===== src/rtl/obstacle_field_gen_pkg.sv =====
// obstacle_field_gen_pkg: shared types and constants for the obstacle field generator
package obstacle_field_gen_pkg;
  typedef struct packed {
    logic [3:0] x;
    logic [3:0] y;
  } coord_t;
  localparam int GRID_W = 16;
  localparam int GRID_H = 11;
  localparam logic [1:0] ST_IDLE   = 2'd0;
  localparam logic [1:0] ST_SAMPLE = 2'd1;
  localparam logic [1:0] ST_CHECK  = 2'd2;
  localparam logic [1:0] ST_COMMIT = 2'd3;
endpackage


===== src/rtl/obstacle_field_gen_if.sv =====
// obstacle_field_gen_if: game-side signals of the obstacle field generator
interface obstacle_field_gen_if #(
  parameter int NUM_OBS    = 4,
  parameter int MAX_LENGTH = 140
);
  localparam int CW = $clog2(NUM_OBS + 1);
  logic                        s_reset;
  logic                        enable;
  logic                        goodColl;
  logic [3:0]                  randX;
  logic [3:0]                  randY;
  logic [3:0]                  appleX;
  logic [3:0]                  appleY;
  logic [MAX_LENGTH-1:0][7:0]  body;
  logic [7:0]                  curr_length;
  logic [3:0]                  x;
  logic [3:0]                  y;
  logic                        obstacle;
  logic [CW-1:0]               obs_count;
  logic                        busy;
  modport master (
    output s_reset, enable, goodColl, randX, randY, appleX, appleY, body, curr_length, x, y,
    input  obstacle, obs_count, busy
  );
  modport slave (
    input  s_reset, enable, goodColl, randX, randY, appleX, appleY, body, curr_length, x, y,
    output obstacle, obs_count, busy
  );
endinterface


===== src/rtl/obstacle_field_gen_slot_array.sv =====
// obstacle_field_gen_slot_array: obstacle slot registers with pixel and candidate match ports
module obstacle_field_gen_slot_array
  import obstacle_field_gen_pkg::*;
#(
  parameter int NUM_OBS = 4,
  parameter int PW      = 2,
  parameter int CW      = 3
) (
  input  logic          clk,
  input  logic          clr,
  input  logic          we,
  input  logic [PW-1:0] wr_ptr,
  input  coord_t        wr_coord,
  input  coord_t        pix,
  output logic          pix_hit,
  input  coord_t        cand,
  input  logic [PW-1:0] excl,
  output logic          cand_hit,
  output logic [CW-1:0] count
);
  coord_t             slot [NUM_OBS];
  logic [NUM_OBS-1:0] valid;
  // slot storage; the slot about to be overwritten is masked from candidate matching
  always_ff @(posedge clk) begin
    if (clr) valid <= '0;
    else if (we) begin
      slot[wr_ptr]  <= wr_coord;
      valid[wr_ptr] <= 1'b1;
    end
  end
  // match reduction over valid slots and population count
  always_comb begin
    pix_hit  = 1'b0;
    cand_hit = 1'b0;
    count    = '0;
    for (int i = 0; i < NUM_OBS; i++) begin
      pix_hit  = pix_hit | (valid[i] && slot[i] == pix);
      cand_hit = cand_hit | (valid[i] && slot[i] == cand && PW'(i) != excl);
      count    = count + CW'(valid[i]);
    end
  end
endmodule


===== src/rtl/obstacle_field_gen.sv =====
// obstacle_field_gen: places obstacles at random free cells on each apple eaten
module obstacle_field_gen
  import obstacle_field_gen_pkg::*;
#(
  parameter int NUM_OBS        = 4,
  parameter int MAX_LENGTH     = 140,
  parameter int X_MIN          = 1,
  parameter int X_MAX          = 14,
  parameter int Y_MIN          = 1,
  parameter int Y_MAX          = 9,
  parameter int MAX_RETRY      = 8,
  parameter int REPLACE_OLDEST = 1
) (
  input logic                 clk,
  input logic                 reset,
  obstacle_field_gen_if.slave bus
);
  localparam int PW = NUM_OBS > 1 ? $clog2(NUM_OBS) : 1;
  localparam int CW = $clog2(NUM_OBS + 1);
  localparam int RW = $clog2(MAX_RETRY + 1);
  localparam logic [3:0] XL = 4'(X_MIN);
  localparam logic [3:0] XH = 4'(X_MAX);
  localparam logic [3:0] YL = 4'(Y_MIN);
  localparam logic [3:0] YH = 4'(Y_MAX);
  logic [1:0]    state;
  logic [PW-1:0] wr_ptr;
  logic [7:0]    idx;
  logic [RW-1:0] retry;
  logic          pending;
  coord_t        cand;
  coord_t        rnd;
  coord_t        pix;
  logic          clr;
  logic          pix_hit;
  logic          cand_hit;
  logic [CW-1:0] count;
  logic          full;
  logic          rnd_bad;
  logic          body_hit;
  logic          chk_done;
  logic          retry_last;
  logic          we;
  assign clr        = reset | bus.s_reset;
  assign rnd        = coord_t'({bus.randX, bus.randY});
  assign pix        = coord_t'({bus.x, bus.y});
  assign full       = count == CW'(NUM_OBS);
  assign rnd_bad    = rnd.x < XL || rnd.x > XH || rnd.y < YL || rnd.y > YH ||
                      (rnd.x == bus.appleX && rnd.y == bus.appleY) || cand_hit;
  assign body_hit   = idx < bus.curr_length && bus.body[idx] == cand;
  assign chk_done   = bus.curr_length == 8'd0 || idx >= bus.curr_length - 8'd1;
  assign retry_last = retry == RW'(MAX_RETRY - 1);
  assign we         = state == ST_COMMIT && bus.enable && !clr;
  obstacle_field_gen_slot_array #(.NUM_OBS(NUM_OBS), .PW(PW), .CW(CW)) u_slots (
    .clk      (clk),
    .clr      (clr),
    .we       (we),
    .wr_ptr   (wr_ptr),
    .wr_coord (cand),
    .pix      (pix),
    .pix_hit  (pix_hit),
    .cand     (rnd),
    .excl     (wr_ptr),
    .cand_hit (cand_hit),
    .count    (count)
  );
  // placement FSM: sample a candidate, scan the body one entry per cycle, then commit
  always_ff @(posedge clk) begin
    if (clr) begin
      state   <= ST_IDLE;
      wr_ptr  <= '0;
      pending <= 1'b0;
      retry   <= '0;
      idx     <= '0;
      cand    <= '0;
    end else if (!bus.enable) begin
      state   <= ST_IDLE;
      pending <= 1'b0;
    end else begin
      if (state != ST_IDLE && bus.goodColl) pending <= 1'b1;
      case (state)
        ST_IDLE: if (bus.goodColl || pending) begin
          pending <= 1'b0;
          retry   <= '0;
          if (!full || REPLACE_OLDEST != 0) state <= ST_SAMPLE;
        end
        ST_SAMPLE: begin
          cand <= rnd;
          idx  <= '0;
          if (!rnd_bad) state <= ST_CHECK;
          else if (retry_last) state <= ST_IDLE;
          else retry <= retry + 1'b1;
        end
        ST_CHECK: if (body_hit) begin
          state <= retry_last ? ST_IDLE : ST_SAMPLE;
          retry <= retry + 1'b1;
        end else if (chk_done) state <= ST_COMMIT;
        else idx <= idx + 8'd1;
        default: begin
          state  <= ST_IDLE;
          wr_ptr <= wr_ptr == PW'(NUM_OBS - 1) ? '0 : wr_ptr + 1'b1;
        end
      endcase
    end
  end
  assign bus.obstacle  = bus.enable & pix_hit;
  assign bus.obs_count = count;
  assign bus.busy      = state != ST_IDLE;
endmodule

===== src/flat_wrapper.sv =====
// flat-port wrapper written by rule: the top's interface ports become plain ports
module obstacle_field_gen_flat import obstacle_field_gen_pkg::*;
#(
  parameter int NUM_OBS        = 4,
  parameter int MAX_LENGTH     = 140,
  parameter int X_MIN          = 1,
  parameter int X_MAX          = 14,
  parameter int Y_MIN          = 1,
  parameter int Y_MAX          = 9,
  parameter int MAX_RETRY      = 8,
  parameter int REPLACE_OLDEST = 1
)
  (clk, reset, bus_s_reset, bus_enable, bus_goodColl, bus_randX, bus_randY, bus_appleX, bus_appleY, bus_body, bus_curr_length, bus_x, bus_y, bus_obstacle, bus_obs_count, bus_busy);
  obstacle_field_gen_if #(.NUM_OBS(NUM_OBS), .MAX_LENGTH(MAX_LENGTH)) bus_i ();
  input logic clk;
  input logic reset;
  input wire logic [$bits(bus_i.s_reset)-1:0] bus_s_reset;
  input wire logic [$bits(bus_i.enable)-1:0] bus_enable;
  input wire logic [$bits(bus_i.goodColl)-1:0] bus_goodColl;
  input wire logic [$bits(bus_i.randX)-1:0] bus_randX;
  input wire logic [$bits(bus_i.randY)-1:0] bus_randY;
  input wire logic [$bits(bus_i.appleX)-1:0] bus_appleX;
  input wire logic [$bits(bus_i.appleY)-1:0] bus_appleY;
  input wire logic [$bits(bus_i.body)-1:0] bus_body;
  input wire logic [$bits(bus_i.curr_length)-1:0] bus_curr_length;
  input wire logic [$bits(bus_i.x)-1:0] bus_x;
  input wire logic [$bits(bus_i.y)-1:0] bus_y;
  output wire logic [$bits(bus_i.obstacle)-1:0] bus_obstacle;
  output wire logic [$bits(bus_i.obs_count)-1:0] bus_obs_count;
  output wire logic [$bits(bus_i.busy)-1:0] bus_busy;
  assign bus_i.s_reset = bus_s_reset;
  assign bus_i.enable = bus_enable;
  assign bus_i.goodColl = bus_goodColl;
  assign bus_i.randX = bus_randX;
  assign bus_i.randY = bus_randY;
  assign bus_i.appleX = bus_appleX;
  assign bus_i.appleY = bus_appleY;
  assign bus_i.body = bus_body;
  assign bus_i.curr_length = bus_curr_length;
  assign bus_i.x = bus_x;
  assign bus_i.y = bus_y;
  assign bus_obstacle = bus_i.obstacle;
  assign bus_obs_count = bus_i.obs_count;
  assign bus_busy = bus_i.busy;
  obstacle_field_gen #(.NUM_OBS(NUM_OBS), .MAX_LENGTH(MAX_LENGTH), .X_MIN(X_MIN), .X_MAX(X_MAX), .Y_MIN(Y_MIN), .Y_MAX(Y_MAX), .MAX_RETRY(MAX_RETRY), .REPLACE_OLDEST(REPLACE_OLDEST)) u_core (.clk(clk), .reset(reset), .bus(bus_i));
endmodule

===== config.mk =====
export PLATFORM = sky130hd
export DESIGN_NAME = obstacle_field_gen_flat
export DESIGN_NICKNAME = d
export VERILOG_FILES = /design/src/rtl/obstacle_field_gen_pkg.sv /design/src/rtl/obstacle_field_gen_if.sv /design/src/rtl/obstacle_field_gen_slot_array.sv /design/src/rtl/obstacle_field_gen.sv /design/src/flat_wrapper.sv
export SDC_FILE = /design/constraint.sdc
export NUM_CORES = 1
export LEC_CHECK = 0
export BUFFER_PORTS_ARGS = -buffer_cell sky130_fd_sc_hd__buf_2
export CORE_AREA = 3 3 452 454
export CTS_BUF_LIST = sky130_fd_sc_hd__clkbuf_8 sky130_fd_sc_hd__clkbuf_16
export DETAILED_ROUTE_END_ITERATION = 8
export DIE_AREA = 0 0 455 457
export GPL_ROUTABILITY_DRIVEN = 0
export SETUP_SLACK_MARGIN = 0.1
export SYNTH_ARGS = -nofsm -noshare
export SYNTH_HDL_FRONTEND = slang
export SYNTH_SLANG_ARGS = --single-unit

===== constraint.sdc =====
create_clock -name clk -period 5.1 [get_ports clk]
set_input_delay 0.255 -clock clk [delete_from_list [all_inputs] [get_ports clk]]
set_output_delay 0.255 -clock clk [all_outputs]
set_load 0.01 [all_outputs]

==> run summary <==
The tools report the final count of pins violating max slew as 0. The logs give 3 for the H-tree level count and 143 uV for the maximum vdd drop. Setup violations remaining at the end of the flow were counted as 0. The number of global-route vias before repair is 19000, and the met3 layer wire length in the routed design is 12.8 mm. The run gives 1444 as the iteration-0 DRC count of the detailed router.

Element type at the critical path start: a flip-flop. The final worst-path cycle share is 0.945. The routed design could run at a clock period as short as 4.82 ns.

The share of the synthesized area in the top cell type came out at 0.340. Setup repair after global routing left no endpoint under its margin. The die is 455 um wide. Counting the buffers created by CTS gives 9.

The run gives 0.111 as the sequential-to-total area share from yosys stat. The logs give 5.05 ns for the arrival time at the worst endpoint and 0.0696 for the effective utilization at floorplan. Once routing completed, OpenROAD measured the worst setup slack at 0.279 ns.

A synthesized cell averages 11.1 sq um. Relative to the synthesized area, the layout overhead comes to 72.1%. The endpoint kind of the worst setup timing path is a flip-flop. After detailed placement, the design holds a cell count of 5076. Leaving out filler cells and counting taps, the final layout contains 5168.

The height of the chip works out to 457 um. The number of distinct standard cells referenced by the synthesized netlist is 88. The number of sinks handled by clock tree synthesis is 61, and the total track usage is 0.156. The worst clock skew was 0.0125 ns.

For this run, the top clock speed supported by timing is 207 MHz. The maximum buffer depth of the clock tree was 2. The run gives 0 as the quantity of hold-fixing buffers added after cts. TritonCTS built the clock tree.

The tools report the relative slew slack as 0.166. At the placement stage, the worst setup path has a slack of -0.242 ns. The gate count of the mapped netlist is 1254, and the final routed wirelength across all metal layers is 170 mm.

After detailed routing, the number of remaining DRC violations is 0. The ratio of cells with drive above 1 in the final layout is 0.655. Ranked by total cell area, the synthesized netlist is headed by sky130_fd_sc_hd__mux4_2, sky130_fd_sc_hd__mux2i_1, sky130_fd_sc_hd__edfxtp_1. For this run, the number of Yosys warnings is 0. The tools report the count of nets after finishing as 3623.

The final hold violation count came out at 0. The die covers 208000 sq um. At the pin with the least slew margin, the transition time is 1.24 ns.

The run finished with clean final reports. For the initial antenna violation count, the log shows 173. Summed over all layers, the global routing overflow is 0.

The largest fanout on the critical path was 52. Entering global routing, the biggest net connects 53 pins. The most common cell in the synthesized netlist is sky130_fd_sc_hd__mux4_2. Summing over every cut layer, the via total after detailed routing is 18700.

For the worst-skew pair, the clock arrives at the later sink with an insertion delay of 0.35 ns. After detailed routing, the wire length on met1 is 67.2 mm. The first-pass GRT wire length came out at 209 mm. In the final routed layout, each cell accounts on average for 33.0 um. Across the run, the number of max-cap violations was 0. The first detailed-routing pass ran for 5 iterations. The total of buffers placed on input and output ports is 1161.

The uppermost layer routed was met5. The cell leakage power was 9.26 nW. The top flip-flop cell by instance count after synthesis is sky130_fd_sc_hd__edfxtp_1. STA puts the critical path data required time at 5.33 ns. The post-synthesis async set-or-reset flop share was 0.

The biggest area contributor in the post-synthesis netlist is sky130_fd_sc_hd__mux4_2. The type of the setup path with the least slack was reg2reg. Power spread over the standard cell area amounts to 87.1 nW/um^2. The number of enable flip-flop cells after synthesis works out to 32. The number of rows in the core area came out at 164.

In the detailed route, the total length drawn on met2 is 84.1 mm. The clock tree root buffer cell was sky130_fd_sc_hd__clkbuf_16. After legalization and detailed placement, the total HPWL measured 152 mm. The class of the most critical hold timing path is in2reg. The region available for standard cell placement spans 200000 sq um. Counting every net in the synthesized netlist gives 2442. Number of flip-flops and latches in the synthesized netlist: 61. After filler insertion, the fill cell instance count of the layout stands at 22900. The clock slew at the register clock pins of the worst setup and hold paths is 0.06 ns, and the per-cell via count in the routed design is 3.63. The detail route stage leaves a number of antenna-violating nets equal to 0.

The mapped cell area was 13900 sq um. Counting instances in the post-synthesis netlist gives the leading cell types as sky130_fd_sc_hd__mux4_2, sky130_fd_sc_hd__mux2i_1, sky130_fd_sc_hd__nand2_1, sky130_fd_sc_hd__xor2_1. The run gives 1162 as the count of boundary I/O pins.
## layer usage
metal,up-vias,global-route usage
met3,308,0.0359
met1,9311,0.189
met4,80,0.0368
li1,7680,-
met5,-,0
met2,1367,0.275
## sequential cells by signal, summed over array words and instances, names as in the netlist
register / flops
u_core.cand: 8
u_core.idx: 8
u_core.pending: 1
u_core.retry: 4
u_core.state: 2
u_core.u_slots.slot: 32
u_core.u_slots.valid: 4
u_core.wr_ptr: 2
## what timing repair did
item                       CTS  global route
hold endpoints to repair     0             0
resized for setup            2             4
pin swaps                    1             0
setup buffers                2             2
setup endpoints to repair   14             7
## critical path, stage by stage (launching register included)
cell                       delay (ns)
sky130_fd_sc_hd__dfxtp_4         0.62
sky130_fd_sc_hd__buf_12          0.32
sky130_fd_sc_hd__buf_4           0.29
sky130_fd_sc_hd__mux2i_1         0.37
sky130_fd_sc_hd__o221ai_1        0.44
sky130_fd_sc_hd__a221oi_1        0.37
sky130_fd_sc_hd__a311oi_1        0.10
sky130_fd_sc_hd__o41ai_2         0.52
sky130_fd_sc_hd__a21oi_1         0.14
sky130_fd_sc_hd__nand3b_1        0.23
sky130_fd_sc_hd__nor4_4          0.42
sky130_fd_sc_hd__and2_4          0.32
sky130_fd_sc_hd__o31ai_1         0.12
sky130_fd_sc_hd__a41o_1          0.27
## placed cells by master (no fill, tap or decap), drive strengths merged, types with 18 or more instances in the layout
cell type  count
mux2          26
a221oi        18
xnor2         38
nand2         79
buf         1300
nand4         18
a21oi         43
edfxtp        32
ha            30
mux2i        128
nand3         43
nor2          34
xor2          45
inv           35
o21ai         29
mux4         228
a22oi         33
diode         72
dfxtp         29
## report_power, final
part           leakage [nW]  switching, W  total [W]  internal, W
logic                  8.62      0.000467   0.000989     0.000522
clock network         0.140      0.000254   0.000584     0.000330
registers             0.499    0.00000240   0.000513     0.000510
## final timing paths
check                                  startpoint  slack (ns)  cells after the start                                    to
min                                  bus_goodColl        0.21                      3             u_core.pending$_SDFF_PP0_
max                    u_core.idx[1]$_SDFFE_PP0P_        0.28                     13            u_core.idx[0]$_SDFFE_PP0P_
min reg2reg  u_core.u_slots.valid[1]$_SDFFE_PP0P_        0.48                      1  u_core.u_slots.valid[1]$_SDFFE_PP0P_
max reg2reg            u_core.idx[1]$_SDFFE_PP0P_        0.28                     13            u_core.idx[0]$_SDFFE_PP0P_
## per-stage QoR
step	cell area (sq um)	setup TNS [ns]	util	power, W	hold WS [ns]
finish	24000	0	0.120	0.00209	0.209
global route	23900	0	0.119	0.00220	0.221
CTS	23700	0	0.119	0.00212	0.191
detailed placement	23400	-2.32	0.117	0.00152	0.454
global placement	23400	-1.79	0.117	0.00151	0.454
floorplan	13900	0	-	0.000803	0.430
## cell type report
type / instances / area, sq um / share of cell area
Multi-Input combinational cell: 1028 / 11400 / 0.475
Timing Repair Buffer: 1300 / 7110 / 0.297
Tap cell: 2656 / 3320 / 0.139
Sequential cell: 61 / 1560 / 0.0653
Clock buffer: 9 / 225 / 0.00940
Antenna cell: 72 / 180 / 0.00752
Inverter: 35 / 131 / 0.00548
Clock inverter: 7 / 50.0 / 0.00209
## cells by family after synthesis
| family | count (synthesis) | share of synthesized area |
|---|---|---|
| mux | 382 | 0.487 |
| simple gates | 273 | 0.103 |
| compound gates | 259 | 0.137 |
| buf+inv | 165 | 0.0811 |
| xor+xnor | 83 | 0.0522 |
| flops | 61 | 0.111 |
| fa+ha+maj | 31 | 0.0284 |
No activity file was read; power rests on OpenSTA's default activity.
